--- src/rtl/frame_bank_pkg.sv ---
// Shared types and helpers for the triple-buffered frame bank scheduler.
package frame_bank_pkg;

  localparam int NUM_BANKS = 3;

  typedef logic [1:0] bank_t;

  typedef enum logic {
    ST_INIT,
    ST_RUN
  } sched_state_t;

  // Start address of a bank. Computed at 32 bits; callers truncate to their width.
  function automatic logic [31:0] bank_base(input bank_t idx, input logic [31:0] base,
                                            input logic [31:0] stride);
    return base + ({30'd0, idx} * stride);
  endfunction

endpackage

--- src/rtl/load_pulse_gen.sv ---
// Retriggerable pulse stretcher: output rises the cycle after iTRIG and stays
// high LOAD_CYCLES cycles; a trigger during the pulse restarts the count.
module load_pulse_gen #(
  parameter int LOAD_CYCLES = 4
) (
  input  logic iCLK,
  input  logic iRST_N,
  input  logic iTRIG,
  output logic oPULSE
);

  localparam int CW = $clog2(LOAD_CYCLES + 1);
  localparam logic [CW-1:0] CNT_INIT = CW'(LOAD_CYCLES);

  logic [CW-1:0] cnt;

  // Reload on trigger, otherwise count down to idle.
  always_ff @(posedge iCLK or negedge iRST_N) begin
    if (!iRST_N)        cnt <= '0;
    else if (iTRIG)     cnt <= CNT_INIT;
    else if (cnt != '0) cnt <= cnt - 1'b1;
  end

  assign oPULSE = (cnt != '0);

endmodule

--- src/rtl/frame_bank_sched.sv ---
// Triple-buffer scheduler: rotates three SDRAM frame banks between the capture
// writer and the display reader, drives the controller's address/LOAD pairs and
// counts frames that were overwritten before being displayed.
module frame_bank_sched
  import frame_bank_pkg::*;
#(
  parameter int                ADDR_W      = 22,
  parameter logic [ADDR_W-1:0] BASE_ADDR   = 22'h000000,
  parameter logic [ADDR_W-1:0] BANK_STRIDE = 22'h100000,
  parameter int                FRAME_SIZE  = 307200,
  parameter int                LOAD_CYCLES = 4
) (
  input  logic              iCLK,
  input  logic              iRST_N,
  input  logic              iWR_FRAME_START,
  input  logic              iWR_FRAME_END,
  input  logic              iRD_FRAME_START,
  input  logic              iFREEZE,
  output logic [ADDR_W-1:0] oWR_ADDR,
  output logic [ADDR_W-1:0] oWR_MAX_ADDR,
  output logic              oWR_LOAD,
  output logic [ADDR_W-1:0] oRD_ADDR,
  output logic [ADDR_W-1:0] oRD_MAX_ADDR,
  output logic              oRD_LOAD,
  output logic [1:0]        oWR_BANK,
  output logic [1:0]        oRD_BANK,
  output logic [15:0]       oDROP_CNT
);

  localparam int NPORT = 2;  // index 0 = write port, 1 = read port

  function automatic logic [ADDR_W-1:0] addr_of(input bank_t b);
    logic [31:0] full;
    full = bank_base(b, 32'(BASE_ADDR), 32'(BANK_STRIDE));
    return full[ADDR_W-1:0];
  endfunction

  function automatic logic [ADDR_W-1:0] max_of(input bank_t b);
    return addr_of(b) + ADDR_W'(FRAME_SIZE);
  endfunction

  sched_state_t state_q, state_n;
  bank_t        wr_bank, rd_bank, latest;
  bank_t        wr_n, rd_n, latest_n;
  logic         fresh, armed, fresh_n, armed_n;
  logic [15:0]  drop_cnt, drop_n;
  logic         wr_end_v, rd_sw, armed_mid;
  logic [NPORT-1:0]             trig, load;
  logic [NPORT-1:0][ADDR_W-1:0] addr_q, max_q;
  bank_t [NPORT-1:0]            bank_nxt;

  // State register and bank bookkeeping.
  always_ff @(posedge iCLK or negedge iRST_N) begin
    if (!iRST_N) begin
      state_q  <= ST_INIT;
      wr_bank  <= 2'd0;
      rd_bank  <= 2'd1;
      latest   <= 2'd1;
      fresh    <= 1'b0;
      armed    <= 1'b0;
      drop_cnt <= '0;
    end else begin
      state_q  <= state_n;
      wr_bank  <= wr_n;
      rd_bank  <= rd_n;
      latest   <= latest_n;
      fresh    <= fresh_n;
      armed    <= armed_n;
      drop_cnt <= drop_n;
    end
  end

  // Event decode: writer END is resolved before START, and a reader switch in
  // the same cycle as a completed frame swaps the two banks directly.
  always_comb begin
    state_n   = state_q;
    wr_n      = wr_bank;
    rd_n      = rd_bank;
    latest_n  = latest;
    fresh_n   = fresh;
    armed_n   = armed;
    drop_n    = drop_cnt;
    trig      = '0;
    wr_end_v  = 1'b0;
    rd_sw     = 1'b0;
    armed_mid = armed;
    case (state_q)
      ST_INIT: begin
        trig    = '1;
        state_n = ST_RUN;
      end
      ST_RUN: begin
        wr_end_v = iWR_FRAME_END & armed;
        rd_sw    = iRD_FRAME_START & ~iFREEZE & (fresh | wr_end_v);
        if (wr_end_v) begin
          if (fresh && drop_cnt != 16'hFFFF) drop_n = drop_cnt + 16'd1;
          latest_n = wr_bank;
          armed_n  = 1'b0;
          trig[0]  = 1'b1;
          if (rd_sw) begin
            rd_n    = wr_bank;
            wr_n    = rd_bank;
            fresh_n = 1'b0;
          end else begin
            wr_n    = bank_t'(NUM_BANKS) - wr_bank - rd_bank;
            fresh_n = 1'b1;
          end
        end else if (rd_sw) begin
          rd_n    = latest;
          fresh_n = 1'b0;
        end
        trig[1]   = rd_sw;
        armed_mid = wr_end_v ? 1'b0 : armed;
        // A second START without END is an aborted frame: restart at bank base.
        if (iWR_FRAME_START) begin
          if (armed_mid) trig[0] = 1'b1;
          else           armed_n = 1'b1;
        end
      end
      default: state_n = ST_INIT;
    endcase
  end

  assign bank_nxt = {rd_n, wr_n};

  // Per-port address registers and LOAD strobe generators.
  for (genvar p = 0; p < NPORT; p++) begin : g_port
    // Addresses follow the next bank so they change on the edge LOAD rises.
    always_ff @(posedge iCLK or negedge iRST_N) begin
      if (!iRST_N) begin
        addr_q[p] <= addr_of(bank_t'(p + 1 == 1 ? 0 : 1));
        max_q[p]  <= max_of(bank_t'(p + 1 == 1 ? 0 : 1));
      end else begin
        addr_q[p] <= addr_of(bank_nxt[p]);
        max_q[p]  <= max_of(bank_nxt[p]);
      end
    end

    load_pulse_gen #(.LOAD_CYCLES(LOAD_CYCLES)) u_load (
      .iCLK  (iCLK),
      .iRST_N(iRST_N),
      .iTRIG (trig[p]),
      .oPULSE(load[p])
    );
  end

  assign oWR_ADDR     = addr_q[0];
  assign oWR_MAX_ADDR = max_q[0];
  assign oWR_LOAD     = load[0];
  assign oRD_ADDR     = addr_q[1];
  assign oRD_MAX_ADDR = max_q[1];
  assign oRD_LOAD     = load[1];
  assign oWR_BANK     = wr_bank;
  assign oRD_BANK     = rd_bank;
  assign oDROP_CNT    = drop_cnt;

endmodule

--- config.mk ---
export PLATFORM = sky130hd
export DESIGN_NAME = frame_bank_sched
export DESIGN_NICKNAME = d
export VERILOG_FILES = /design/src/rtl/frame_bank_pkg.sv /design/src/rtl/load_pulse_gen.sv /design/src/rtl/frame_bank_sched.sv
export SDC_FILE = /design/constraint.sdc
export NUM_CORES = 1
export LEC_CHECK = 0
export ABC_AREA = 1
export ABC_CLOCK_PERIOD_IN_PS = 2000
export CORE_AREA = 2 2 99 72
export DETAILED_ROUTE_END_ITERATION = 12
export DIE_AREA = 0 0 101 74
export PLACE_DENSITY_LB_ADDON = 0.25
export SLEW_MARGIN = 0
export SYNTH_ARGS = -nofsm -noshare
export SYNTH_HDL_FRONTEND = slang
export SYNTH_SLANG_ARGS = --single-unit
--- constraint.sdc ---
create_clock -name iCLK -period 2 [get_ports iCLK]
set_clock_uncertainty 0.05 [all_clocks]
set_input_delay 0.2 -clock iCLK [delete_from_list [all_inputs] [get_ports iCLK]]
set_output_delay 0.2 -clock iCLK [all_outputs]
set_load 0.05 [all_outputs]
; Word level (Yosys, flattened, before mapping)
; Cells that the tools add are included.
[word_totals]
register_bits = 75
latchBits = 0
ram_bits = 0
mem_bits_ro = 0
input_bits = 6
output_inout_bits = 110
wordCells = 54
mem_count = 0
[op_classes]
add_sub_neg = 7
multipliers = 0
div_mod_pow = 0
order_cmp = 0
eq_ne = 1
shift = 0
mux = 20
bitwise_logic = 6
n_reduce_logical = 9
[ops]
columns = operator, count
row1 = adder 22 x 19 -> 22 bit (second input constant), 2
row2 = adder 16 x 1 -> 16 bit (second input constant), 1
row3 = != test 16 bit (second input constant), 1
row4 = 2-to-1 mux 2 bit, 7
row5 = 2-to-1 mux 3 bit, 4
row6 = 2-to-1 mux 1 bit, 8
row7 = nonzero test 2 bit, 3
row8 = nonzero test 3 bit, 2
row9 = subtractor 3 x 1 -> 3 bit (second input constant), 2
row10 = case mux 2 bit (2 select lines), 1
row11 = AND reduction 2 bit, 2
row12 = AND 1 bit, 3
row13 = AND reduction 3 bit, 1
row14 = NOT 1 bit, 2
row15 = subtractor 2 bit, 1
row16 = subtractor 2 bit (first input constant), 1
row17 = logical AND 1 bit, 1
row18 = bitwise OR 1 bit, 1

; Depth between registers and ports, before layout
[depth]
depth_word = 7
depth_mapped = 9
depth_no_buf = 9

; Hierarchy
; Synthesis repeated with hierarchy kept, for this count alone.
[unflattened]
cells_unflattened = 337
hier_area_um2 = 2472.4
[by_module_without_submodules]
columns = module, n_inst, cells_each, area_per_inst_um2, seq_area_each_um2
row1 = frame_bank_sched, 1, 293, 2124.5, 628.1
row2 = load_pulse_gen, 2, 22, 173.9, 75.1

; Least setup slack after synthesis
; No wires, ideal clock.
[synth_path]
path_type = register -> register
start = register drop_cnt[1] (netlist: oDROP_CNT[1])
end = register drop_cnt[2] (netlist: oDROP_CNT[2])
setup_time_ns = 0.118
t_arrival_ns = 1.699
required_ns = 1.832
path_slack_ns = 0.133
stages_incl_launch_ff = 10
path_buffers = 1
period_less_slack_ns = 1.867
cell_sequence = dfrtp_1 > ha_1 > inv_1 > nor2_8 > nand2_4 > nor2_4 > nor2_4 > buf_8 > nand3_1 > nand2_1
[synth_via]
elab_chain_len = 3
elab_cells_between_ends = 4
classes_between = 1 x add/sub / 1 x eq/ne / 2 x reduce/logical
[synth_lines]
columns = element, line
row1 = start: declaration, frame_bank_sched.sv:46  ; logic [15:0] drop_cnt, drop_n;
row2 = start signal: assignment, frame_bank_sched.sv:69  ; drop_cnt <= drop_n;
row3 = "parallel branches: the longest is 3 deep, another holds adder 16 x 1 -> 16 bit", -
; Several ways; the timed one is not identified.
; A chain may end at the register's enable or synchronous reset.

==> flow_summary.yaml <==
synthesis:
  synth-main-ff-cell: "dfrtp_1"
  avgSynthCellArea_um2: 7.64
  yosysMostFrequentCell: "buf_4"
  ys_top_cells_by_area: "dfrtp_1 29%, buf_4 27%, nand2_1 11%, nand3_1 6.9%, inv_1 4.6%"
  synth_seq_area_share_pct: 30.6
  synth_top_area_share_pct: 28.5
  async_flop_share_pct: 100
  yosys.area.top_type: "dfrtp_1"
  netlist-cell-type-count: 30
  synth-seq-cells: 31
  synth_edf_count: 0
  synthCells: 333
  synth_common_cells: "90 x buf_4, 75 x nand2_1, 35 x nand3_1"
  synth_area_um2: 2540
  synth_warnings: 0
setup_path:
  cpLargestDelayFamily: "buffers and inverters"
  crit_path_start_kind: "register"
  rr_worst_depth: 8
  critPathMaxFanout: 6
  cp.arrival_ns: 1.68
  required_ns: 1.75
  path_cells: "clkdlybuf4s50_1"
  cp.depth: 1
  critPathKind: "register to output port"
  critPathSlowestCell: "clkdlybuf4s50_1"
  slowest_delay_ns: 0.81
  cp_num_buf_inv: 1
  worstSetupEndpointType: "output port"
clock_tree:
  numCtsBuffers: 5
  h-tree-depth: 2
  clkSinkCount: 31
  tritoncts: "built"
  clockRootBuffer: "clkbuf_8"
  postCtsHoldBufs: 0
  clockBufferDepth: 2
  worstSkewPairLatency_ns: 0.29
  clkSlewWorstSetupHoldPaths_ns: 0.07
  cts_resized: 0
  post-cts-setup-buffers: 0
floorplan:
  die_h_um: 74
  io_pins: 116
  die_x_um: 101
  dieArea_um2: 7470
  start_util_pct: 38.7
  core_um2: 6570
  rows: 25
grt:
  grt_max_degree: 32
  antenna_found_initial: 0
  grt_use_total_pct: 13.7
  grt_first_pass_wirelength_um: 7950
  grt_pass1_vias: 1692
  grt_overflow_total: 0
sta:
  tightestPinTransition_ns: 0.503
  relSlewSlack_pct: 66.4
  finalHoldViolCount: 0
  layout_min_cycle_time_ns: 1.93
  fin_setup_tns_ns: 0
  whs_ns: 0.246
  rsz0062_at_grt: "no"
  finalMaxSlewViolations: 0
  setup_viol: 0
  clock.fmax_mhz: 519
  finalCritPeriodShare_pct: 96.3
cells_and_area:
  fill_cells: 676
  finalNetCount: 377
  area_delta_synth_final_pct: 7.13
  drive_above_1_share_pct: 8.74
  diodes: 0
power_and_ir_drop:
  total_leakage_power_nw: 1.44
  powerDensity_nw_per_um2: 1170
  peakVddDrop_uv: 720
routing:
  first_pass_iters: 4
  drt_iter0_markers: 87
  vias: 1838
  ant_nets: 0
  drc: 0
  vias_per_cell: 4.11
  wl_per_cell_um: 10.2
  wirelength_um: 4560
place:
  port_buffers: 35
  hpwl_um: 3490
  place_congestion: 0.815
min_path:
  min_path_type: "input port to asynchronous set/reset pin"
status:
  status: "finished clean"
job:
  drv_cap: 0
[per-layer routing]
metal | share of wire, % | track usage [%] | vias up | wire length, um
met5 | 0 | 0 | - | 0
met4 | 0.96 | 5.41 | 0 | 44
met3 | 5.0 | 2.82 | 2 | 226
met2 | 46 | 20.3 | 60 | 2110
met1 | 48 | 19.6 | 842 | 2180
li1 | - | - | 934 | -
[kinds of logic (layout without fill, tap and decap cells)]
| kind of cell | count (synthesis) | in the layout | share of synthesized area (%) |
|---|---|---|---|
| buffers and inverters | 126 | 80 | 32.6 |
| and+or+nand+nor | 147 | 147 | 27.9 |
| xor gates and xnor gates | 7 | 7 | 2.41 |
| DFF | 31 | 31 | 30.6 |
| AOI/OAI and AO/OA | 14 | 14 | 3.24 |
| adders and majority gates | 6 | 6 | 2.95 |
| other | 2 | 81 | 0.295 |
[metrics by stage]
| stage | cell area (um2) | setup WS [ns] | util, % | total power [mW] | std cells |
|---|---|---|---|---|---|
| after floorplan | 2840 | 0.133 | - | 2.38 | 412 |
| after global placement | 2610 | 0.255 | 39.7 | 2.54 | 439 |
| after detailed placement | 2610 | 0.200 | 39.7 | 2.56 | 439 |
| after CTS | 2730 | 0.0600 | 41.5 | 3.22 | 447 |
| after global routing | 2730 | 0.0214 | 41.5 | 3.38 | 447 |
| final | 2730 | 0.0737 | 41.5 | 3.19 | 447 |
[placed cells by master, fill, tap and decap left out, types with 4 or more instances in the layout]
master,count
conb_1,81
nand2_1,75
nand3_1,35
clkdlybuf4s50_1,33
inv_1,31
dfrtp_1,29
nor2_1,19
ha_1,6
clkbuf_8,6
nor2_4,5
buf_4,5
xnor2_1,4
o21ai_0,4
[state kept, by name, summed over array words and instances, names as in the netlist]
| name | flops |
|---|---|
| oRD_MAX_ADDR | 2 |
| armed | 1 |
| oDROP_CNT | 16 |
| fresh | 1 |
| latest | 2 |
| state_q | 1 |
| g_port.u_load.cnt | 6 |
| oWR_ADDR | 2 |
[power breakdown]
group / switching [mW] / leakage (nW) / total, mW / internal [mW]
combinational: 1.20 / 0.978 / 1.63 / 0.431
sequential: 0.151 / 0.396 / 0.914 / 0.763
clock: 0.243 / 0.0612 / 0.645 / 0.403
total: 1.60 / 1.44 / 3.19 / 1.60
[cell type report]
class	count	area (um2)	area share, %
Inverter	34	128	4.68
Tap cell	81	101	3.72
Clock inverter	2	35.0	1.28
Multi-Input combinational cell	255	1230	45.3
Sequential cell	31	778	28.5
Timing Repair Buffer	38	368	13.5
Clock buffer	6	82.6	3.03
[worst paths after layout]
kind | start | end | slack, ns
min reg2reg | latest[0] | latest[0] | 0.46
max | oRD_MAX_ADDR[20] | oRD_ADDR[20] | 0.07
max in group asynchronous | iRST_N | latest[0] | 1.32
min | iRST_N | oDROP_CNT[1] | 0.25
max reg2reg | oDROP_CNT[0] | oDROP_CNT[7] | 0.26
min in group iCLK | latest[0] | latest[0] | 0.46
Power figures use the tool's default switching activity.
